--- config.mk ---
export PLATFORM = sky130hd
export DESIGN_NAME = word_count_path
export DESIGN_NICKNAME = d
export VERILOG_FILES = /design/src/rtl/word_count_path.sv
export SDC_FILE = /design/constraint.sdc
export NUM_CORES = 1
export LEC_CHECK = 0
export ABC_AREA = 1
export CAP_MARGIN = 20
export CELL_PAD_IN_SITES_DETAIL_PLACEMENT = 0
export CELL_PAD_IN_SITES_GLOBAL_PLACEMENT = 1
export CORE_UTILIZATION = 31
export CTS_CLUSTER_SIZE = 10
export DETAILED_ROUTE_END_ITERATION = 10
export GPL_ROUTABILITY_DRIVEN = 0
export PLACE_DENSITY = 0.82
export SYNTH_ARGS = -nofsm -noshare
export SYNTH_HDL_FRONTEND = slang
export SYNTH_SLANG_ARGS = --single-unit
--- constraint.sdc ---
create_clock -name clk -period 1.8 [get_ports clk]
set_input_delay 0.54 -clock clk [delete_from_list [all_inputs] [get_ports clk]]
set_output_delay 0.54 -clock clk [all_outputs]
set_load 0.03 [all_outputs]
--- src/rtl/word_count_path.sv ---
// Word-count slice of an Am2940-style DMA generator: counts words, flags done.
// Build option WC_AUTO_RELOAD_EN: reload on terminal count, done becomes a pulse.
module word_count_path #(
    parameter int WIDTH = 4
) (
    input  logic             clk,
    input  logic             res,
    input  logic             plwr,
    input  logic             plwc,
    input  logic             selw,
    input  logic             enw,
    input  logic             decw,
    input  logic             wci,
    input  logic [1:0]       mode,
    input  logic [WIDTH-1:0] bus_data_in,
    output logic [WIDTH-1:0] word_count_out,
    output logic             wco,
    output logic             done
);

    logic [WIDTH-1:0] word_q, word_d;
    logic [WIDTH-1:0] cnt_q, cnt_d;
    logic             done_q, done_d;
    logic [WIDTH-1:0] step;
    logic             count;
    logic             term;

    always_comb begin
        word_d = word_q;
        cnt_d  = cnt_q;
        done_d = done_q;
        count  = enw & wci & ~plwc;
        step   = decw ? cnt_q - 1'b1 : cnt_q + 1'b1;
        term   = 1'b0;

        if (plwr)
            word_d = bus_data_in;

        // compare mode looks at the register value after this edge
        if (count) begin
            case (mode)
                2'b00:   term = (step == '0);
                2'b01:   term = (step == word_d);
                default: term = 1'b0;
            endcase
        end

        if (plwc)
            cnt_d = selw ? word_q : bus_data_in;
        else if (count) begin
`ifdef WC_AUTO_RELOAD_EN
            cnt_d = term ? word_d : step;
`else
            cnt_d = step;
`endif
        end

`ifdef WC_AUTO_RELOAD_EN
        done_d = term & ~plwc;
`else
        if (plwc)
            done_d = 1'b0;
        else if (term)
            done_d = 1'b1;
`endif
    end

    always_ff @(posedge clk) begin
        if (res) begin
            word_q <= '0;
            cnt_q  <= '0;
            done_q <= 1'b0;
        end else begin
            word_q <= word_d;
            cnt_q  <= cnt_d;
            done_q <= done_d;
        end
    end

    assign word_count_out = cnt_q;
    assign done           = done_q;
    assign wco = enw & wci &
                 (decw ? (cnt_q == '0) : (cnt_q == {WIDTH{1'b1}}));

endmodule

==> flow_summary.json <==
{
  "worst_setup_path_end_kind": "output port",
  "antennaDiodeCount": 0,
  "clock_sinks": 9,
  "netlist-cell-type-count": 21,
  "final_hold_viol_count": 0,
  "hold_path_class": "register to register",
  "met2RoutedLength_um": 851,
  "flop2flop_setup_slack_ps": 230,
  "timing.final.crit_share": 0.990,
  "routed-via-count": 817,
  "worstPathArrival_ps": 1240,
  "finalMaxSlewViolations": 0,
  "cts_root_buf": "clkbuf_4",
  "route.layer.met1.wl_um": 915,
  "drt_first_pass_iters": 4,
  "clock_skew_ps": 5.19,
  "worstPathMaxFanout": 5,
  "leakagePower_nw": 0.573,
  "placement_rows": 17,
  "max_cap_viol_count": 0,
  "cts.hold.buffers_added": 0,
  "synthesis.area_per_instance_sq_um": 5.91,
  "register_area_sq_um": 186,
  "area_growth_syn_to_layout_pct": 49.3,
  "die_w_um": 50.2,
  "synth_top_area_share": 0.250,
  "detailedPlacementHpwl_mm": 1.51,
  "post_route_cells_drive_above_1_share": 0.208,
  "run_status": "complete, no violations",
  "post_synth_inst_count": 122,
  "avgViaCountPerCell": 4.49,
  "period_needed_ps": 1780,
  "cell_accounting_for_the_most_synthesized_area": "dfxtp_1",
  "fmax_mhz": 561,
  "max-clock-path-buffers": 2,
  "final_core_util": 0.491,
  "power_density_nw_per_um2": 573,
  "commonest_non_fill_non_tap_cell_in_the_layout": "nand2_1",
  "cts_max_level": 1,
  "quantity_of_i_o_buffers_inserted_on_ports": 19,
  "synthesis.area_sq_um": 721,
  "clock_latency_at_the_later_pin_of_the_worst_skew_pair_ps": 270,
  "cts_tree": "yes",
  "final_cell_mix": "nand2_1, inv_1, nor2_1, clkdlybuf4s50_1, buf_4",
  "setup_viol_count_final": 0,
  "hold_ws_ps": 464,
  "grt_antenna_before_repair": 0,
  "largest_net_degree_at_the_start_of_global_routing": 8,
  "slew-limit-headroom": 0.798,
  "synth-seq-area-share": 0.250,
  "timing.critical_path.from_type": "input port",
  "multi_input_area_sq_um": 475,
  "avgRoutedWirePerCell_um": 10.3,
  "critical_path_rt_ps": 1260,
  "global_route.overflow_total": 0,
  "postSynthRegisterBits": 9,
  "ir_worst_vdd_mv": 0.394,
  "synth_top_cells_by_area": "dfxtp_1, nand2_1, inv_1",
  "fillers": 233,
  "setup_tns_ps": 0,
  "route.met3.wl_um": 79,
  "first_global_vias": 722,
  "design.core.area_sq_um": 2190,
  "totalWireLength_mm": 1.87,
  "worst_margin_slew_ps": 304,
  "drc": 0,
  "setup_repair_after_global_routing_missed_its_margin": "yes",
  "top_signal_layer_used": "met4",
  "die_span_in_y_um": 50.2,
  "ioPinCount": 20,
  "start_util": 0.329,
  "worst_setup_hold_path_clk_slew_ps": 60,
  "first_pass_grt_wire_length_mm": 3.10,
  "grt_use_total": 0.168,
  "remaining_antenna_violation_count_after_routing": 0,
  "syn_nets": 140,
  "inserted_clock_buffers": 3,
  "detail_route.iter0.violations": 9,
  "numnets_final": 173,
  "yosysWarnings": 0,
  "critical_path_class": "input port to output port",
  "die-area_sq_um": 2520
}
-- routing by layer --
metal,vias up,global-route usage
met4,0,0.0571
met3,5,0.0545
met5,-,0
met2,13,0.256
li1,445,-
met1,354,0.221
-- synthesized netlist by cell type --
cell type	instances
nand2_1	44
inv_1	18
nor2_1	10
dfxtp_1	9
nand3_1	8
a21oi_1	5
inv_2	5
o21ai_0	5
ha_1	3
a21oi_2	2
nand2_2	2
nand3b_1	2
a221o_1	1
a31oi_1	1
fa_1	1
nand4_1	1
nor2_2	1
o21a_1	1
o21ai_1	1
o221ai_1	1
xor2_1	1
-- report_power, final --
part,total [mW],switching [mW],internal [mW]
Combinational,0.226,0.124,0.102
Clock,0.164,0.0779,0.0858
Sequential,0.226,0.0138,0.213
-- worst max-delay path, cell delays in order --
cell     delay [ps]
buf_12          110
buf_6           110
nor2_4           80
nand4_1         100
a21oi_2         160
buf_6           140
-- path summary, 6_finish.rpt --
kind,startpoint,to,cells after the start
worst min register to register,done,done,2
worst max-delay path,decw,wco,6
worst max register to register,word_count_out[0],done,12
worst min-delay path,done,done,2
-- layout make-up --
class                           instances  share of cell area
Clock buffer                            4              0.0244
Inverter                               23              0.0802
Multi-Input combinational cell         90               0.442
Sequential cell                         9               0.173
Tap cell                               28              0.0326
Timing Repair Buffer                   28               0.248
-- flip-flops by register name, indices dropped and copies added, names as in the netlist --
name,count
word_count_out,4
word_q,4
done,1
-- logic make-up (layout without fill, tap and decap cells) --
kind of cell,after synthesis,count (layout),share of synthesized area
buf+inv,23,55,0.120
flops,9,9,0.250
simple gates,68,68,0.392
fa+ha+maj,4,4,0.0799
compound gates,17,17,0.146
xor+xnor,1,1,0.0122
-- per-stage QoR --
step,worst slack (ps),power (mW),cell area [sq um],cells
floorplan,92.5,0.357,724,122
finish,17.8,0.616,1080,182
global route,-20.8,0.658,1080,182
global placement,-602,0.452,1010,178
CTS,-33.3,0.616,1050,182
detailed placement,-634,0.453,1010,178
-- what timing repair did --
item                       in CTS  in global routing
pin swaps                       4                  2
resized for setup              19                  8
buffers inserted                0                  0
setup endpoints to repair       9                  2
(Power assumes the default switching activity.)
